**config.mk**
```make
export PLATFORM = sky130hd
export DESIGN_NAME = rename_rat
export DESIGN_NICKNAME = d
export VERILOG_FILES = /design/src/rtl/rename_rat.sv
export SDC_FILE = /design/constraint.sdc
export NUM_CORES = 1
export LEC_CHECK = 0
export CAP_MARGIN = 20
export CORE_MARGIN = 2
export CORE_UTILIZATION = 35
export CTS_CLUSTER_SIZE = 10
export DETAILED_ROUTE_END_ITERATION = 8
export PLACE_DENSITY = 0.61
export SYNTH_ARGS = -nofsm -noshare
export SYNTH_HDL_FRONTEND = slang
export SYNTH_SLANG_ARGS = --single-unit
```
**constraint.sdc**
```tcl
create_clock -name clk -period 9.8 [get_ports clk]
set_clock_uncertainty 0.05 [all_clocks]
set_input_delay 1.96 -clock clk [delete_from_list [all_inputs] [get_ports clk]]
set_output_delay 1.96 -clock clk [all_outputs]
set_load 0.1 [all_outputs]
```
**src/rtl/rename_rat.sv**
```systemverilog
// Register alias table with a circular physical-register free list and a one-entry output stage.
// Optional feature macro RENAME_WB_BYPASS_EN forwards a same-cycle writeback into source readiness.
module rename_rat #(
  parameter int unsigned NUM_AREG = 32,
  parameter int unsigned NUM_PREG = 64,
  localparam int unsigned AW = $clog2(NUM_AREG),
  localparam int unsigned PW = $clog2(NUM_PREG)
) (
  input  logic          clk,
  input  logic          rstn,
  input  logic          in_valid,
  output logic          in_ready,
  input  logic [AW-1:0] in_sr1,
  input  logic [AW-1:0] in_sr2,
  input  logic [AW-1:0] in_dr,
  input  logic          in_we,
  output logic          out_valid,
  input  logic          out_ready,
  output logic [PW-1:0] out_sr1_p,
  output logic [PW-1:0] out_sr2_p,
  output logic [PW-1:0] out_dr_p,
  output logic [PW-1:0] out_old_dr_p,
  output logic          out_s1_ready,
  output logic          out_s2_ready,
  input  logic          wb_valid,
  input  logic [PW-1:0] wb_preg,
  input  logic          cm_valid,
  input  logic [PW-1:0] cm_preg,
  output logic [PW:0]   free_count
);

  localparam int unsigned CW        = PW + 1;
  localparam int unsigned FREE_INIT = NUM_PREG - NUM_AREG;

  logic [PW-1:0]       rat  [NUM_AREG];
  logic [PW-1:0]       fifo [NUM_PREG];
  logic [NUM_PREG-1:0] rdy;
  logic [NUM_PREG-1:0] rdy_nxt;
  logic [PW-1:0]       head;
  logic [PW-1:0]       tail;
  logic [PW-1:0]       head_nxt;
  logic [PW-1:0]       tail_nxt;

  logic          xfer;
  logic          alloc;
  logic          push;
  logic [PW-1:0] s1_p;
  logic [PW-1:0] s2_p;
  logic          s1_rdy;
  logic          s2_rdy;
  logic [PW-1:0] new_p;
  logic [PW-1:0] old_p;

  // Handshake, source lookup (pre-update RAT), allocation and free-list pointer math
  always_comb begin
    in_ready = (!out_valid || out_ready) && !(in_we && in_dr != '0 && free_count == '0);
    xfer     = in_valid && in_ready;
    alloc    = xfer && in_we && in_dr != '0;
    push     = cm_valid && cm_preg != '0 && free_count != CW'(NUM_PREG);

    s1_p = (in_sr1 == '0) ? '0 : rat[in_sr1];
    s2_p = (in_sr2 == '0) ? '0 : rat[in_sr2];
`ifdef RENAME_WB_BYPASS_EN
    s1_rdy = rdy[s1_p] || (wb_valid && wb_preg == s1_p);
    s2_rdy = rdy[s2_p] || (wb_valid && wb_preg == s2_p);
`else
    s1_rdy = rdy[s1_p];
    s2_rdy = rdy[s2_p];
`endif

    new_p = alloc ? fifo[head] : '0;
    old_p = alloc ? rat[in_dr] : '0;

    head_nxt = (head == PW'(NUM_PREG - 1)) ? '0 : head + PW'(1);
    tail_nxt = (tail == PW'(NUM_PREG - 1)) ? '0 : tail + PW'(1);

    // A fresh allocation clears readiness even if a stray writeback names the same preg
    rdy_nxt = rdy;
    if (wb_valid && wb_preg != '0) rdy_nxt[wb_preg] = 1'b1;
    if (alloc) rdy_nxt[new_p] = 1'b0;
  end

  // Mapping table, ready bits, free list and output stage
  always_ff @(posedge clk) begin
    if (!rstn) begin
      for (int i = 0; i < int'(NUM_AREG); i++) rat[i] <= PW'(i);
      for (int i = 0; i < int'(NUM_PREG); i++)
        fifo[i] <= (i < int'(FREE_INIT)) ? PW'(i + int'(NUM_AREG)) : '0;
      rdy          <= '1;
      head         <= '0;
      tail         <= PW'(FREE_INIT);
      free_count   <= CW'(FREE_INIT);
      out_valid    <= 1'b0;
      out_sr1_p    <= '0;
      out_sr2_p    <= '0;
      out_dr_p     <= '0;
      out_old_dr_p <= '0;
      out_s1_ready <= 1'b0;
      out_s2_ready <= 1'b0;
    end else begin
      if (alloc) begin
        rat[in_dr] <= new_p;
        head       <= head_nxt;
      end
      if (push) begin
        fifo[tail] <= cm_preg;
        tail       <= tail_nxt;
      end
      free_count <= free_count + CW'(push) - CW'(alloc);
      rdy        <= rdy_nxt;

      if (xfer) begin
        out_valid    <= 1'b1;
        out_sr1_p    <= s1_p;
        out_sr2_p    <= s2_p;
        out_dr_p     <= new_p;
        out_old_dr_p <= old_p;
        out_s1_ready <= s1_rdy;
        out_s2_ready <= s2_rdy;
      end else if (out_ready) begin
        out_valid <= 1'b0;
      end
    end
  end

endmodule

```
# Word level (Yosys, flattened, before mapping)
# Memory sizes are Yosys's and may differ from the RTL's. A register that Yosys moved wholly into a read port is not among the register bits.
# Cells that the tools add are included.
# Widths: inputs -> output; s select.
# totals
out_inout_bits	35
ff_bits	110
word_cells	85
mem_count	2
ram_bits	576
in_bits	34
# memory_table
name	words	width	read_ports	rd_ports_with_merged_regs	write_ports	line	source
fifo	64	6	1	1	64	36	logic [PW-1:0] fifo [NUM_PREG];
rat	32	6	3	0	32	35	logic [PW-1:0] rat [NUM_AREG];
# classes
n_addsub	4
n_reduce_logical	23
n_eq_ne	3
bitwise	3
order_cmp	6
mux	33
# op_table
operator	n
$mux 64	2
$mux 6	11
$and 64x64->64	1
$not 64->64	1
$or 64x64->64	1
$lt 6x7->1 const B	4
$mux 1	15
$add 6x1->6 const B	2
$bmux 1 s6	2
$demux 1 s6	2
$eq 6x6->1 const B	2
$ge 6x1->1 const B	2
$reduce_bool 6->1	2
$reduce_or 6->1	2
$logic_and 1x1->1	11
$logic_not 5->1	2
$add 7x1->7	1
$logic_not 7->1	1
$ne 7x7->1 const B	1
$sub 7x1->7	1
$mux 5	1
$reduce_bool 5->1	1
$logic_not 1->1	2
$reduce_bool 2->1	1
$logic_or 1x1->1	1

# Logic depth before layout (Yosys ltp)
# depth
word_depth	16
ltp_mapped	19
depth_no_buf	19

# Worst setup path after synthesis
# Ideal clock, no wire load.
# synth_path
kind	input-to-output
startpoint	input port in_dr[2]
endpoint	output port in_ready
t_arrival_ns	3.659
setup_slack_ns	4.131
path_stages	4
n_path_buf	1
required_time_ns	7.790
cell_sequence	clkbuf_1 > or3_1 > o31ai_2 > o31a_1
# synth_via
elab_chain_cells	5
# synth_rtl
element	line	source
start: declaration	15	input logic [AW-1:0] in_dr,
$reduce_bool 5->1	56	in_ready = (!out_valid || out_ready) && !(in_we && in_dr != '0 && free_count == '0);
$logic_and 1x1->1 (2 in a row)	56	
$logic_not 1->1	56	
$logic_and 1x1->1	56	
end: declaration	12	output logic in_ready,
# Every way passes these cells.

# Final worst setup path
# Ends and elaborated chain as after synthesis.

==> flow_metrics.tcl <==
set metrics [dict create \
    postCtsResizedCells 0 \
    vias 23527 \
    cp-startpoint "in_dr[2]" \
    grtUsageMet2_pct 31.0 \
    ys_seq_area_share_pct 55.0 \
    endpoint "in_ready" \
    clk_latency_ps 670 \
    htree_num_levels 3 \
    crit_arrival_ps 5100 \
    finalNetCount 2742 \
    dieHeight_um 323 \
    rsz0062_at_grt "no" \
    met3_usage_pct 2.96 \
    numClockSinks 692 \
    async_flop_share_pct 0 \
    fmax_mhz 141 \
    grt_max_degree 90 \
    antenna_found_initial 0 \
    clk_path_buf_depth 3 \
    boundaryPins 69 \
    drive_above_1_share_pct 18.6 \
    worstRegToRegCells 11 \
    diodes 0 \
    maxSlewViolCount 0 \
    power_density_mw_per_mm2 179 \
    peakVddDrop_v 0.000122 \
    dp_hpwl_mm 66.2 \
    grt_pass1_wl_mm 151 \
    dpl.cell_count 3973 \
    antenna_left 0 \
    die-area_mm2 0.105 \
    status "complete, no violations" \
    crit_fanout 25 \
    ys_seq_elements 692 \
    period_share_pct 72.6 \
    start_util_pct 35.2 \
    cts_setup_buffers 0 \
    drt_first_pass_iters 6 \
    drtIter0Drc 2567 \
    final_common_cell "edfxtp_1" \
    overflow 0 \
    start_kind "input pin" \
    cap_viol_max_count 0 \
    slew_headroom_pct 25.6 \
    place_congestion 0.933 \
    rows 117 \
    endpoint_kind "output port" \
    path_class "in -> out" \
    avgSynthCellArea_um2 13.1 \
    grt_pass1_vias 23211 \
    path_clk_slew_ps 50 \
    routed_wl_mm 101 \
    portBuffers 68 \
    grt_usage_pct 19.3 \
    tightest_slew_ps 1110 \
    busiest_layer "met2" \
    hold_buffers 0 \
    finalSetupViolCount 0 \
    wl_per_cell_um 24.5 \
    via_per_inst 5.72 \
    remaining_drc_errors 0 \
    p_leak_nw 12.1 \
    final_cell_mix "edfxtp_1 (576), mux4_2 (281), nor2_1 (268)" \
    postSynthCellCount 2729 \
    hold_viol_final 0 \
    met1_usage_pct 26.4 \
    core_area_mm2 0.101 \
    yosys_warnings 0 \
    synth_cell_types 86 \
    cts_made_buffers 82 \
    fin_cells 4115 \
    fp.dieW_um 323 \
    finalSetupTns_ps 0 \
    critPathRequiredTime_ps 7790 \
    cts_tree "yes" \
    r2r_end "rdy[48]" \
    synthFlopType "edfxtp_1" \
    cts_root_buf "clkbuf_16" \
    period_needed_ps 7110 \
    syn_area_mm2 0.0357 \
    syn2layout_area_growth_pct 11.5 \
    reg2reg_slack_ps 4760 \
    holdCritPathClass "reg -> reg" \
    synth_edf_count 576 \
]
==> final cells by class <==
| class | count | area (um^2) |
|---|---|---|
| multi-input cells | 1759 | 14800 |
| clock inverters | 11 | 164 |
| clock buffers | 124 | 2270 |
| inverters | 32 | 121 |
| well taps | 1368 | 1710 |
| flip-flops and latches | 692 | 19600 |
| fillers | 9483 | 61600 |
| repair buffers | 129 | 1090 |
==> synth_stat cells, types with 5 or more instances <==
master | count | area share (%)
or3_1 | 71 | 1.2
dfxtp_1 | 116 | 6.5
nand3b_1 | 5 | 0.11
a21oi_1 | 101 | 1.4
xnor2_1 | 5 | 0.12
buf_6 | 15 | 0.47
nand3_1 | 37 | 0.52
clkbuf_1 | 153 | 1.6
nand4_1 | 6 | 0.11
o2111ai_1 | 8 | 0.20
nor2_1 | 268 | 2.8
and2_1 | 181 | 3.2
or2_2 | 11 | 0.19
clkinv_1 | 5 | 0.053
o41ai_1 | 9 | 0.22
nand2_1 | 244 | 2.6
nor3_1 | 140 | 2.0
mux4_2 | 281 | 18
nor2b_1 | 13 | 0.23
a22oi_1 | 20 | 0.42
buf_2 | 43 | 0.60
o21ai_0 | 73 | 1.0
nand2b_1 | 17 | 0.30
mux2i_1 | 88 | 2.5
ha_1 | 11 | 0.39
buf_1 | 22 | 0.23
buf_4 | 16 | 0.34
a211oi_1 | 37 | 0.78
nor2_4 | 6 | 0.19
o22ai_1 | 7 | 0.12
a311oi_1 | 7 | 0.17
inv_1 | 27 | 0.28
and3_1 | 5 | 0.088
mux2_2 | 14 | 0.44
xor2_1 | 6 | 0.15
edfxtp_1 | 576 | 48
==> layer usage <==
layer	part of all wire [%]	vias up
met1	41	11843
met4	3.9	0
met2	47	1150
met5	0	-
li1	-	10319
met3	8.4	215
==> worst min path at each step <==
stage | from | endpoint | slack [ps] | cells past startpoint
2_1_floorplan | head[1] | register | 420 | 2
3_3_place_gp | out_dr_p[4] | out_dr_p[4] | 390 | 2
3_5_place_dp | out_dr_p[5] | out_dr_p[5] | 400 | 2
4_1_cts | out_dr_p[5] | out_dr_p[5] | 400 | 2
5_1_grt | out_dr_p[5] | out_dr_p[5] | 420 | 2
6_report | out_dr_p[1] | out_dr_p[1] | 400 | 2
==> cells by family (layout without fill, tap and decap cells) <==
logic type / Yosys count / in the layout / share of synthesized area [%]
multiplexers: 388 / 388 / 21.0
XOR/XNOR: 11 / 11 / 0.270
buffers and inverters: 283 / 296 / 3.69
flip-flops: 692 / 692 / 55.0
other: 1 / 6 / 0.0105
AO/OA/AOI/OAI: 305 / 305 / 5.39
AND/OR/NAND/NOR: 1037 / 1037 / 14.3
adder cells (fa/ha/maj): 12 / 12 / 0.442
==> worst max-delay path, cell delays in order <==
cell	delay, ps
clkdlybuf4s50_1	400
buf_4	230
or3_1	440
o31ai_2	660
o31a_1	210
clkdlybuf4s50_1	1170
==> state kept, by name (all words and copies together), names as in the netlist, named ones only <==
signal,cells
fifo,384
rat,192
rdy,64
free_count,7
head,6
out_dr_p,6
out_old_dr_p,6
out_sr1_p,6
out_sr2_p,6
tail,6
out_s1_ready,1
out_s2_ready,1
out_valid,1
==> where the power goes <==
group	internal [W]	switching [W]
Sequential	0.00327	0.0000641
Clock	0.00163	0.00122
Combinational	0.000328	0.000634
Total	0.00522	0.00192
==> metrics by stage <==
step | hold slack (ps) | util, % | setup slack, ps | cell area [um^2] | power (W)
floorplan | 418 | - | 4130 | 35700 | 0.00407
global placement | 393 | 36.8 | 2700 | 37300 | 0.00434
detailed placement | 397 | 36.8 | 2670 | 37300 | 0.00435
CTS | 405 | 39.2 | 2650 | 39800 | 0.00718
global route | 419 | 39.2 | 2650 | 39800 | 0.00736
finish | 402 | 39.2 | 2690 | 39800 | 0.00714
(Power assumes the default switching activity.)
